## config.mk

```make
export PLATFORM = sky130hd
export DESIGN_NAME = skid_reg
export DESIGN_NICKNAME = d
export VERILOG_FILES = /design/src/rtl/skid_reg.sv
export SDC_FILE = /design/constraint.sdc
export NUM_CORES = 1
export LEC_CHECK = 0
export BUFFER_PORTS_ARGS = -buffer_cell sky130_fd_sc_hd__buf_2
export CAP_MARGIN = 10
export CORE_MARGIN = 2
export CORE_UTILIZATION = 40
export DETAILED_ROUTE_END_ITERATION = 7
export GPL_TIMING_DRIVEN = 1
export PLACE_DENSITY = 0.71
export SLEW_MARGIN = 20
export SYNTH_ARGS = -nofsm -noshare
export SYNTH_HDL_FRONTEND = slang
export SYNTH_SLANG_ARGS = --single-unit
```

## constraint.sdc

```tcl
create_clock -name clk_i -period 2.3 [get_ports clk_i]
set_input_delay 0.115 -clock clk_i [delete_from_list [all_inputs] [get_ports clk_i]]
set_output_delay 0.115 -clock clk_i [all_outputs]
set_load 0.05 [all_outputs]
```

## src/rtl/skid_reg.sv

```systemverilog
// Two-entry skid buffer: registered valid/ready on both sides, one beat per cycle
// at full throughput, feeding an enable/data/clear register stage downstream.
module skid_reg #(
  parameter int                 DATA_W  = 8,
  parameter logic [DATA_W-1:0]  RST_VAL = {DATA_W{1'b0}}
) (
  input  logic              clk_i,
  input  logic              arst_i,
  input  logic              en_i,
  input  logic              clr_i,
  input  logic              s_valid_i,
  output logic              s_ready_o,
  input  logic [DATA_W-1:0] s_data_i,
  output logic              m_valid_o,
  input  logic              m_ready_i,
  output logic [DATA_W-1:0] m_data_o,
  output logic [1:0]        count_o
);

  // Handshake: a beat moves on a rising edge when valid and ready are both high
  // in the preceding cycle; valid never waits on ready, and while m_valid_o is
  // high without m_ready_i the m_* outputs hold steady. Ready is never derived
  // combinationally from the opposite side.
  typedef enum logic [1:0] {
    ST_EMPTY = 2'd0,
    ST_ONE   = 2'd1,
    ST_TWO   = 2'd2
  } state_t;

  state_t            r_state;
  state_t            w_state_nxt;
  logic [DATA_W-1:0] r_main;
  logic [DATA_W-1:0] r_skid;
  logic [DATA_W-1:0] w_main_nxt;
  logic [DATA_W-1:0] w_skid_nxt;
  logic              w_main_full;
  logic              w_skid_full;
  logic              w_in_fire;
  logic              w_out_fire;

  // State and data registers
  always_ff @(posedge clk_i or negedge arst_i) begin
    if (!arst_i) begin
      r_state <= ST_EMPTY;
      r_main  <= RST_VAL;
      r_skid  <= RST_VAL;
    end else begin
      r_state <= w_state_nxt;
      r_main  <= w_main_nxt;
      r_skid  <= w_skid_nxt;
    end
  end

  // Next state; en_i low leaves everything at its current value
  always_comb begin
    w_state_nxt = r_state;
    w_main_nxt  = r_main;
    w_skid_nxt  = r_skid;
    if (en_i) begin
      if (clr_i) begin
        w_state_nxt = ST_EMPTY;
        w_main_nxt  = RST_VAL;
        w_skid_nxt  = RST_VAL;
      end else begin
        case (r_state)
          ST_EMPTY: begin
            if (w_in_fire) begin
              w_main_nxt  = s_data_i;
              w_state_nxt = ST_ONE;
            end
          end
          ST_ONE: begin
            if (w_in_fire && w_out_fire) begin
              w_main_nxt = s_data_i;
            end else if (w_in_fire) begin
              w_skid_nxt  = s_data_i;
              w_state_nxt = ST_TWO;
            end else if (w_out_fire) begin
              w_state_nxt = ST_EMPTY;
            end
          end
          ST_TWO: begin
            if (w_out_fire) begin
              w_main_nxt  = r_skid;
              w_state_nxt = ST_ONE;
            end
          end
          default: begin
            w_state_nxt = ST_EMPTY;
          end
        endcase
      end
    end
  end

  // Outputs depend only on registers and en_i
  always_comb begin
    w_main_full = (r_state == ST_ONE) || (r_state == ST_TWO);
    w_skid_full = (r_state == ST_TWO);
    m_valid_o   = w_main_full & en_i;
    m_data_o    = r_main;
    s_ready_o   = ~w_skid_full & en_i;
    count_o     = {1'b0, w_main_full} + {1'b0, w_skid_full};
    w_in_fire   = s_valid_i & s_ready_o;
    w_out_fire  = m_valid_o & m_ready_i;
  end

endmodule

```

==> results by stage, run 1 <==
Power and ir drop:
- Of the total power, combinational logic draws 0.565.
- Of the total power, the share spent switching nets is 0.462.
- The total net switching power is 702 uW.
- The post-route total power is 1.52 mW.
- The total internal power is 817 uW.
- Summed over all cells, the static leakage comes to 0.640 nW.
- The power per standard cell area is 1160 nW/um^2.
- IR analysis of the VDD net gives a maximum drop of 0.000511 V.
- The proportion of power drawn by flip-flops and latches is 0.304.
- The power share of the clock group is 0.130.

Logic synthesis:
- The most used flip-flop cell after synthesis is dfrtp_1.
- Counting flops with a built-in enable in the synthesized netlist gives 0.
- After synthesis, the cell types taking the most area are dfrtp_1 41%, mux2_4 11%, mux2i_1 7.2%, ha_1 4.5%, nand4_1 4.5%.
- A synthesized cell averages 10.2 um^2.
- The synthesized netlist cell count is 108.
- The count of different cell masters after synthesis is 32.
- The number of nets in the synthesized netlist is 126.
- The area fraction of the dominant cell type after synthesis is 0.408.
- The number of synthesis warnings is 0.
- In this run the cell area of the synthesized design comes to 1100 um^2.
- The flip-flop and latch count after synthesis is 18.
- The sequential area share after synthesis is 0.408.
- After synthesis, the share of flip-flops with an asynchronous set or reset is 1.00.
- The post-synthesis cell type with the largest combined area is dfrtp_1.

Global routing:
- The global-route congestion overflow total is 0.
- The global-route usage over all layers is 0.156.
- The number of antenna violations at the first check in global routing is 0.
- The global-route wire length before repair is 3910 um.
- The number of global-route vias before repair came to 882.
- The maximum number of pins on one net before global-route repair is 19.

Routing:
- The routed layout has 911 vias.
- The met2 wire length is 1140 um.
- The per-cell routed wire length is 13.7 um.
- The highest metal layer carrying signal wires in the routed design is met4.
- Summed over all nets, wire length on met3 after detailed routing comes to 98 um.
- For this run, the detailed router's first-pass iteration total came to 4.
- The wire length reported by the detailed router is 2290 um.
- The number of vias per cell after detailed routing is 5.46.
- Once detail routing completed, the nets flagged for antenna violations numbered 0.
- The DRC violation count after routing is 0.
- In this run, the number of DRC markers left after iteration 0 of detailed routing was 37.
- The met1 routed wirelength after detailed routing is 1020 um.

Critical path:
- The required arrival time at the worst endpoint is 2.49 ns.
- Data on the critical path arrives at its endpoint at 2.36 ns.
- In this run the critical register-to-register path is launched from r_state[0]$_DFFE_PN0P_.
- Of all nets on the critical path, the largest fanout is 8.
- The sort of element at the end of the critical path is a flip-flop.
- The worst setup path category is reg -> reg.
- The most critical setup path has its startpoint at r_state[0]$_DFFE_PN0P_.
- STA classifies the critical path startpoint as a flip-flop.

STA:
- The transition time at the pin with the least slew margin is 0.388 ns.
- The number of pins exceeding their max-slew limit in the final report was 0.
- The final period utilization is 0.941.
- The time the worst path needs with I/O delays and setup is 2.16 ns.
- The worst slew slack as a fraction of its limit is 0.741.
- Setup repair after global routing left no endpoint under its margin.
- The total negative slack for setup checks is 0 ns.
- The fmax is 462 MHz.
- The setup slack of the critical path after layout is 0.136 ns.
- The final hold violation count is 0.
- On the final layout, the worst clock skew is 0.000636 ns.
- Setup violations remaining at the end of the flow were counted as 0.

Floorplan:
- The initial utilization of the core area, before any placement, comes to 0.411.
- The number of placement rows is 19.
- The core region area is 2690 um^2.
- The area of the die is 3200 um^2.
- The die extent in x is 56.6 um.
- The count of pins on the block boundary is 26.
- The chip height is 56.6 um.

Clock network:
- The H-tree depth reported by CTS is 1.
- Counting along the longest clock path gives a buffer depth of 2.
- The root buffer cell is clkbuf_4.
- TritonCTS created 3 clock buffers.
- Clock-pin slew was measured on the worst setup and hold paths at 0.10 ns.
- The clock sink count is 18.
- TritonCTS built the clock tree.
- The source-to-sink clock delay at the later pin of the worst-skew pair is 0.30 ns.
- The post-CTS setup buffer count is 0.

Finish:
- 0 antenna diodes ended up in the layout.
- Of the cells placed in the final design, the portion with a size suffix greater than 1 is 0.309.
- The layout overhead on the synthesized area is 18.6%.
- The post-layout net count is 155.

Place:
- Summed over all nets, the half-perimeter wirelength after detailed placement is 1760 um.
- The count of buffers added on input and output ports is 25.
- The worst slack at placement is 0.175 ns.
- The placer congestion estimate is 0.827.

Min path:
- The launch instance of the worst min-delay path is s_data_i[1].
- In this run the worst hold path is classified as in -> reg.

Run:
- The tool flagged a number of max-cap violations equal to 0.

Status:
- The run finished with clean final reports.
## Yosys cell counts (2+ instances only)
cell type	instances
dfrtp_1	18
inv_1	11
nor2_1	9
mux2_4	8
mux2i_1	8
nand4_1	8
o21ai_0	8
ha_1	4
clkbuf_1	3
nand2_1	3
a21o_1	2
a311oi_1	2
and4b_1	2
nand3_1	2
nor2b_1	2
o21a_1	2
## cell families (layout without fill, tap and decap cells)
logic type                 count (synthesis)  after routing  share of synthesized area
AOI/OAI and AO/OA                         19             19                      0.118
xor gates and xnor gates                   1              1                    0.00793
adders and majority gates                  4              4                     0.0453
buffers and inverters                     17             45                     0.0657
DFF                                       18             18                      0.408
muxes                                     16             16                      0.181
and+or+nand+nor                           33             33                      0.174
## worst max-delay path, stage by stage (launching register included)
cell and delay (ns):
dfrtp_1 0.43, inv_1 0.14, ha_1 0.22, or3b_1 0.40, a31oi_2 0.23, a221o_1 0.14
buf_4 0.18, mux2_4 0.31
## power groups by stage
stage	Combinational [mW]	Sequential [mW]	Clock, mW
after floorplan	0.505	0.643	0
after global placement	0.847	0.463	0
after detailed placement	0.857	0.469	0
after CTS	0.860	0.462	0.204
after global routing	0.913	0.476	0.220
final	0.859	0.462	0.198
## layout make-up
class | instances | area [um^2]
repair buffers | 29 | 158
well taps | 31 | 38.8
fillers | 271 | 1380
clock buffers | 4 | 36.3
multi-input cells | 73 | 582
flip-flops and latches | 18 | 450
inverters | 12 | 45.0
## per-stage QoR
stage | cell area [um^2] | util | hold slack (ns) | instances
6_report | 1310 | 0.488 | 0.0829 | 167
4_1_cts | 1310 | 0.488 | 0.0756 | 167
5_1_grt | 1310 | 0.488 | 0.0845 | 167
3_3_place_gp | 1260 | 0.470 | 0.0601 | 162
3_5_place_dp | 1260 | 0.470 | 0.0692 | 162
2_1_floorplan | 1100 | - | -0.181 | 108
## placed cells by master (no fill, tap or decap), types with 3 or more instances in the layout
cell type / n
buf_2: 25
dfrtp_1: 18
inv_1: 11
nor2_1: 9
nand4_1: 8
o21ai_0: 8
mux2i_1: 8
mux2_4: 8
ha_1: 4
nand2_1: 3
clkbuf_4: 3
buf_4: 3
## timing repair
item                       in CTS  in global routing
hold buffers                    1                  0
hold endpoints to repair       18                  0
resized for setup               0                  0
setup endpoints to repair       0                  0
## final timing paths
path	cells after the start	slack [ns]	endpoint
worst max-delay path	7	0.14	m_data_o[4]$_DFFE_PN0P_
worst min-delay path	3	0.08	r_skid[1]$_DFFE_PN0P_
worst max register to register	7	0.14	m_data_o[4]$_DFFE_PN0P_
worst min register to register	1	0.52	m_data_o[3]$_DFFE_PN0P_
max in group asynchronous	2	1.77	r_state[0]$_DFFE_PN0P_
min in group asynchronous	2	0.26	m_data_o[4]$_DFFE_PN0P_
## per-layer routing
metal	vias up	global-route usage
met5	-	0
met4	0	0.0714
met3	6	0.0392
met2	30	0.251
met1	438	0.197
li1	437	-
## registers in the layout, indices dropped and copies added (netlist names)
name,count
m_data_o,8
r_skid,8
r_state,2
(Power assumes the default switching activity.)
==> run 2: changes to the inputs <==
--- a/config.mk
+++ b/config.mk
@@ -7,7 +7,7 @@
 export LEC_CHECK = 0
 export BUFFER_PORTS_ARGS = -buffer_cell sky130_fd_sc_hd__buf_2
 export CAP_MARGIN = 10
-export CORE_MARGIN = 2
+export CORE_MARGIN = 5
 export CORE_UTILIZATION = 40
 export DETAILED_ROUTE_END_ITERATION = 7
 export GPL_TIMING_DRIVEN = 1
==> constraint.sdc (replaced) <==
create_clock -name clk_i -period 2.3 [get_ports clk_i]
set_input_delay 0.23 -clock clk_i [delete_from_list [all_inputs] [get_ports clk_i]]
set_output_delay 0.23 -clock clk_i [all_outputs]
set_load 0.05 [all_outputs]
==> results by stage, run 2 (same netlist as run 1, synthesis figures left out) <==
Routing:
- The detailed-router iteration count before antenna repair is 4 (unchanged).
- The wire length reported by the detailed router is 2490 um (was 2290 um).
- The overall via count from detail_route is 911 (unchanged).
- The number of DRC markers after the initial detailed-route iteration is 20 (was 37).
- The per-cell routed wire length is 14.8 um (was 13.7 um).
- The DRC violation count after routing came to 0 (unchanged).
- The remaining number of nets flagged by the antenna check after routing is 0 (unchanged).
- The number of vias per cell after detailed routing is 5.42 (was 5.46).

Critical path:
- Critical Path, Cell by Cell: inv_1 -> ha_1 -> or3b_1 -> a31oi_4 -> a221o_1 -> buf_4 -> mux2_4 (was inv_1 -> ha_1 -> or3b_1 -> a31oi_2 -> a221o_1 -> buf_4 -> mux2_4).
- The startpoint type of the worst setup path is a flip-flop (unchanged).
- The kind of cell adding the most delay to the critical path is flip-flops (unchanged).
- The worst-path maximum fanout is 8 (unchanged).
- The total buffers and inverters traversed by the critical path is 2 (unchanged).
- The count of cell instances traversed by the critical path is 7 (unchanged).
- The worst setup path category is reg -> reg (unchanged).
- The arrival time of the worst setup path is 2.34 ns (was 2.36 ns).
- The largest stage delay on the critical path is 0.43 ns (about the same).
- The sort of element at the end of the critical path is a flip-flop (unchanged).
- The number of cells traversed by the worst register-to-register path is 7 (unchanged).
- The slowest library cell on the worst path is dfrtp_1 (unchanged).
- The required arrival time at the worst endpoint is 2.49 ns (about the same).

STA:
- The worst slew slack as a fraction of its limit is 0.727 (was 0.741).
- The transition time at the pin with the least slew margin came to 0.410 ns (was 0.388 ns).
- The final worst hold slack is 0.195 ns (was 0.0829 ns).
- The fmax is 464 MHz (was 462 MHz).
- The number of endpoints failing setup at the final stage is 0 (unchanged).
- The final hold violation count was 0 (unchanged).
- The setup slack of the critical path after layout is 0.143 ns (was 0.136 ns).
- The number of pins exceeding their max-slew limit in the final report is 0 (unchanged).
- The final period utilization came to 0.938 (was 0.941).
- The total negative slack for setup checks is 0 ns (unchanged).
- Unrepaired setup endpoints after global routing: no (unchanged).
- The time the worst path needs with I/O delays and setup is 2.16 ns (about the same).
- The setup skew after layout is 0.00710 ns (was 0.000636 ns).

Finish:
- The post-layout net count is 156 (was 155).
- The total inserted antenna cells is 0 (unchanged).
- The most common cell after layout, fill and taps aside is buf_2 (unchanged).
- The layout overhead on the synthesized area is 20.0% (was 18.6%).
- Top library cells by usage in the layout, fill and taps aside: 25 x buf_2, 18 x dfrtp_1, 11 x inv_1, 9 x nor2_1 (unchanged).
- The proportion of layout cells with a drive suffix above 1 is 0.314 (was 0.309).

Floorplan:
- The core region area came to 2710 um^2 (was 2690 um^2).
- The area of the die is 3910 um^2 (was 3200 um^2).
- The number of placement rows is 19 (unchanged).
- The effective utilization at floorplan is 0.408 (was 0.411).
- The chip height is 62.6 um (was 56.6 um).
- The count of pins on the block boundary is 26 (unchanged).
- The die extent in x is 62.6 um (was 56.6 um).

Run:
- The number of violations of the max-capacitance limit is 0 (unchanged).

Place:
- The worst slack at placement came to 0.163 ns (was 0.175 ns).
- The count of port buffers added during placement is 25 (unchanged).
- The placer congestion estimate is 0.872 (was 0.827).
- The placed wire-length estimate after detailed placement was 1880 um (was 1760 um).

Clock network:
- The source-to-sink clock delay at the later pin of the worst-skew pair was 0.30 ns (about the same).
- The clock tree from TritonCTS was done (unchanged).
- The clock-pin slew reported for the worst setup and hold paths after clock tree synthesis is 0.10 ns (about the same).
- The root buffer cell is clkbuf_4 (unchanged).
- The number of CTS-inserted buffers is 3 (unchanged).
- The clock tree buffer depth was 2 (unchanged).
- The H-tree depth reported by CTS is 1 (unchanged).
- The clock sink count was 18 (unchanged).

Global routing:
- The global-route usage over all layers is 0.131 (was 0.156).
- The number of antenna violations at the first check in global routing is 0 (unchanged).
- The global-route wire length before repair was 4140 um (was 3910 um).
- The number of global-route vias before repair is 869 (was 882).
- The global-route congestion overflow total came to 0 (unchanged).
- The maximum number of pins on one net before global-route repair was 19 (unchanged).

Status:
- Status: finished, final reports clean (unchanged).

Power and ir drop:
- The power per standard cell area was 1160 nW/um^2 (about the same).
- The maximum resistive drop on vdd is 0.000709 V (was 0.000511 V).
- The leakage power is 0.647 nW (was 0.640 nW).

Min path:
- The path type of the worst min-delay path is in -> reg (unchanged).
- The cell count of the worst hold path came to 3 (unchanged).
run 2: final timing paths:
kind / start / endpoint / slack, ns
max: r_state[0]$_DFFE_PN0P_ / m_data_o[0]$_DFFE_PN0P_ / 0.14
min in group asynchronous: arst_i / r_skid[7]$_DFFE_PN0P_ / 0.38
min: s_data_i[1] / r_skid[1]$_DFFE_PN0P_ / 0.20
max reg2reg: r_state[0]$_DFFE_PN0P_ / m_data_o[0]$_DFFE_PN0P_ / 0.14
max in group asynchronous: arst_i / m_data_o[0]$_DFFE_PN0P_ / 1.63
min reg2reg: m_data_o[2]$_DFFE_PN0P_ / m_data_o[2]$_DFFE_PN0P_ / 0.51
run 2: report_power, final:
group          total, mW  switching [mW]  internal, mW
combinational      0.876           0.555         0.321
clock              0.195          0.0987        0.0966
sequential         0.462          0.0574         0.405
total               1.53           0.711         0.822
run 2: final cells by class:
class / count / area, um^2
clock buffers: 4 / 36.3
fillers: 264 / 1380
inverters: 12 / 45.0
multi-input cells: 73 / 591
flip-flops and latches: 18 / 450
well taps: 31 / 38.8
repair buffers: 30 / 165
run 2: layer usage:
layer / GRT usage / up-vias / routed length, um
li1: - / 443 / -
met1: 0.172 / 443 / 1120
met2: 0.206 / 21 / 1240
met3: 0.0378 / 4 / 91
met4: 0.0398 / 0 / 31
met5: 0 / - / 0
run 2: worst register-to-register path, cell delays in order (launching register included):
cell,delay (ns)
dfrtp_1,0.43
inv_1,0.14
ha_1,0.22
or3b_1,0.42
a31oi_4,0.20
a221o_1,0.13
buf_4,0.19
mux2_4,0.32
run 2: metrics by stage:
| stage | util | std cells | total power [mW] | cell area [um^2] |
|---|---|---|---|---|
| final | 0.489 | 168 | 1.53 | 1330 |
| after global routing | 0.489 | 168 | 1.63 | 1330 |
| after floorplan | - | 108 | 1.15 | 1100 |
| after detailed placement | 0.469 | 163 | 1.34 | 1270 |
| after global placement | 0.469 | 163 | 1.31 | 1270 |
| after CTS | 0.486 | 168 | 1.54 | 1320 |
run 2: timing repair:
item                       CTS  global route
resized for setup            0             1
buffers inserted             0             0
setup endpoints to repair    0             4
hold buffers                 1             0
hold endpoints to repair    18             0
==> run 3: changes to the inputs <==
--- a/config.mk
+++ b/config.mk
@@ -5,7 +5,7 @@
 export SDC_FILE = /design/constraint.sdc
 export NUM_CORES = 1
 export LEC_CHECK = 0
-export BUFFER_PORTS_ARGS = -buffer_cell sky130_fd_sc_hd__buf_2
+export BUFFER_PORTS_ARGS = -buffer_cell sky130_fd_sc_hd__clkbuf_2
 export CAP_MARGIN = 10
 export CORE_MARGIN = 5
 export CORE_UTILIZATION = 40
==> results by stage, run 3 (same netlist as run 1, synthesis figures left out) <==
Critical path:
- The startpoint type of the worst setup path was a flip-flop (unchanged).
- The worst setup path category is reg -> reg (unchanged).
- The capture point of the worst reg-to-reg path was m_data_o[0]$_DFFE_PN0P_ (unchanged).
- The arrival time of the worst setup path is 2.34 ns (about the same).
- The required arrival time at the worst endpoint is 2.48 ns (was 2.49 ns).
- The worst-case register-to-register setup slack is 0.15 ns (was 0.14 ns).
- The slowest library cell on the worst path was dfrtp_1 (unchanged).
- Critical Path, Cell by Cell: inv_1 -> ha_1 -> or3b_1 -> a31oi_2 -> a221o_1 -> buf_4 -> mux2_4 (was inv_1 -> ha_1 -> or3b_1 -> a31oi_4 -> a221o_1 -> buf_4 -> mux2_4).
- The launch point of the worst reg-to-reg path was r_state[0]$_DFFE_PN0P_ (unchanged).
- The sort of element at the end of the critical path is a flip-flop (unchanged).
- The number of cells traversed by the worst register-to-register path is 7 (unchanged).
- The worst-path maximum fanout was 8 (unchanged).
- The largest stage delay on the critical path is 0.42 ns (was 0.43 ns).
- The worst setup path startpoint is r_state[0]$_DFFE_PN0P_ (unchanged).
- The critical path endpoint is m_data_o[0]$_DFFE_PN0P_ (unchanged).

STA:
- The setup skew after layout came to 0.00503 ns (was 0.00710 ns).
- The final period utilization was 0.936 (was 0.938).
- The time the worst path needs with I/O delays and setup is 2.15 ns (was 2.16 ns).
- The transition time at the pin with the least slew margin is 0.443 ns (was 0.410 ns).
- The total negative slack for setup checks is 0 ns (unchanged).
- The worst slew slack as a fraction of its limit is 0.704 (was 0.727).
- Unrepaired setup endpoints after global routing: no (unchanged).
- The fmax is 464 MHz (about the same).
- The final hold violation count is 0 (unchanged).
- The number of pins exceeding their max-slew limit in the final report is 0 (unchanged).
- The number of endpoints failing setup at the final stage is 0 (unchanged).

Floorplan:
- The count of pins on the block boundary came to 26 (unchanged).
- The number of placement rows is 19 (unchanged).
- The chip height is 62.6 um (unchanged).
- The area of the die is 3910 um^2 (unchanged).
- The die extent in x was 62.6 um (unchanged).
- The effective utilization at floorplan is 0.408 (unchanged).
- The core region area is 2710 um^2 (unchanged).

Routing:
- The detailed-router iteration count before antenna repair is 4 (unchanged).
- The number of DRC markers after the initial detailed-route iteration is 18 (was 20).
- The top routing layer in use was met4 (unchanged).
- The per-cell routed wire length is 14.1 um (was 14.8 um).
- The met1 routed wirelength after detailed routing is 1110 um (was 1120 um).
- The met2 wire length came to 1100 um (was 1240 um).
- The met3 wire length was 99 um (was 91 um).
- The remaining number of nets flagged by the antenna check after routing is 0 (unchanged).
- The number of vias per cell after detailed routing came to 5.45 (was 5.42).
- The overall via count from detail_route is 915 (was 911).
- The wire length reported by the detailed router is 2360 um (was 2490 um).
- The DRC violation count after routing was 0 (unchanged).

Finish:
- The layout overhead on the synthesized area is 19.3% (was 20.0%).
- The post-layout net count is 156 (unchanged).
- The total inserted antenna cells is 0 (unchanged).
- The final core utilization is 0.486 (was 0.489).
- The proportion of layout cells with a drive suffix above 1 is 0.314 (unchanged).
- The post-route non-filler standard cell count came to 168 (unchanged).
- Top library cells by usage in the layout, fill and taps aside: 25 x clkbuf_2, 18 x dfrtp_1, 11 x inv_1, 9 x nor2_1 (was 25 x buf_2, 18 x dfrtp_1, 11 x inv_1, 9 x nor2_1).
- The most common cell after layout, fill and taps aside is clkbuf_2 (was buf_2).

Clock network:
- The clock sink count is 18 (unchanged).
- The clock-pin slew reported for the worst setup and hold paths after clock tree synthesis is 0.10 ns (about the same).
- The clock tree buffer depth is 2 (unchanged).
- The source-to-sink clock delay at the later pin of the worst-skew pair is 0.29 ns (was 0.30 ns).
- The root buffer cell was clkbuf_4 (unchanged).
- The H-tree depth reported by CTS is 1 (unchanged).
- The clock tree from TritonCTS is done (unchanged).
- The number of CTS-inserted buffers came to 3 (unchanged).

Place:
- The placed wire-length estimate after detailed placement is 1800 um (was 1880 um).
- The placed instance count is 163 (unchanged).
- The count of port buffers added during placement is 25 (unchanged).
- The placer congestion estimate is 0.890 (was 0.872).

Power and ir drop:
- The leakage power is 0.643 nW (was 0.647 nW).
- The power per standard cell area was 1150 nW/um^2 (was 1160 nW/um^2).
- The post-route total power was 1.52 mW (was 1.53 mW).
- The maximum resistive drop on vdd was 0.000793 V (was 0.000709 V).

Global routing:
- The global-route usage over all layers came to 0.127 (was 0.131).
- The global-route congestion overflow total is 0 (unchanged).
- The number of antenna violations at the first check in global routing is 0 (unchanged).
- The global-route wire length before repair is 4100 um (was 4140 um).
- The number of global-route vias before repair is 900 (was 869).
- The maximum number of pins on one net before global-route repair came to 19 (unchanged).

Status:
- Status: finished, final reports clean (unchanged).

Run:
- The number of violations of the max-capacitance limit was 0 (unchanged).

Min path:
- The path type of the worst min-delay path is in -> reg (unchanged).
## run 3: timing repair
action                     in CTS  in global routing
gates resized for setup         0                  0
buffers inserted                0                  0
setup endpoints to repair       0                  0
hold buffers                    1                  0
hold endpoints to repair       18                  0
## run 3: cell type report
cell class                      count  area, um^2
Fill cell                         267        1390
Multi-Input combinational cell     73         582
Sequential cell                    18         450
Timing Repair Buffer               30         165
Inverter                           12        45.0
Tap cell                           31        38.8
Clock buffer                        4        36.3
## run 3: where the power goes
part | switching [mW] | internal [mW] | total, mW
Sequential | 0.0575 | 0.405 | 0.462
Combinational | 0.546 | 0.315 | 0.861
Clock | 0.0963 | 0.0965 | 0.193
Total | 0.699 | 0.816 | 1.52
## run 3: worst min-delay path by stage
stage	from	endpoint	slack (ns)	cells after the start
2_1_floorplan	arst_i	m_data_o[0]$_DFFE_PN0P_	-0.07	0
3_5_place_dp	arst_i	m_data_o[7]$_DFFE_PN0P_	0.20	1
6_report	s_data_i[1]	r_skid[1]$_DFFE_PN0P_	0.20	3
5_1_grt	s_data_i[1]	r_skid[1]$_DFFE_PN0P_	0.21	3
4_1_cts	s_data_i[2]	r_skid[2]$_DFFE_PN0P_	0.19	3
3_3_place_gp	arst_i	m_data_o[5]$_DFFE_PN0P_	0.19	1
## run 3: routing by layer
metal	up-vias	global-route usage
li1	441	-
met1	437	0.169
met2	32	0.194
met3	5	0.0360
met4	0	0.0477
met5	-	0
## run 3: through the flow
step                hold slack, ns  worst slack (ns)  instance area (um^2)
floorplan                  -0.0656            0.0957                  1100
global placement             0.189             0.257                  1270
detailed placement           0.202             0.167                  1270
CTS                          0.187             0.148                  1320
global route                 0.208            0.0351                  1320
finish                       0.199             0.146                  1320
## run 3: worst max-delay path: cells and delay by family (launching register included)
family	cells	cell delay [ns]
simple gates	1	0.40
fa+ha+maj	1	0.22
flops	1	0.42
mux	1	0.31
buf+inv	2	0.32
compound gates	2	0.37
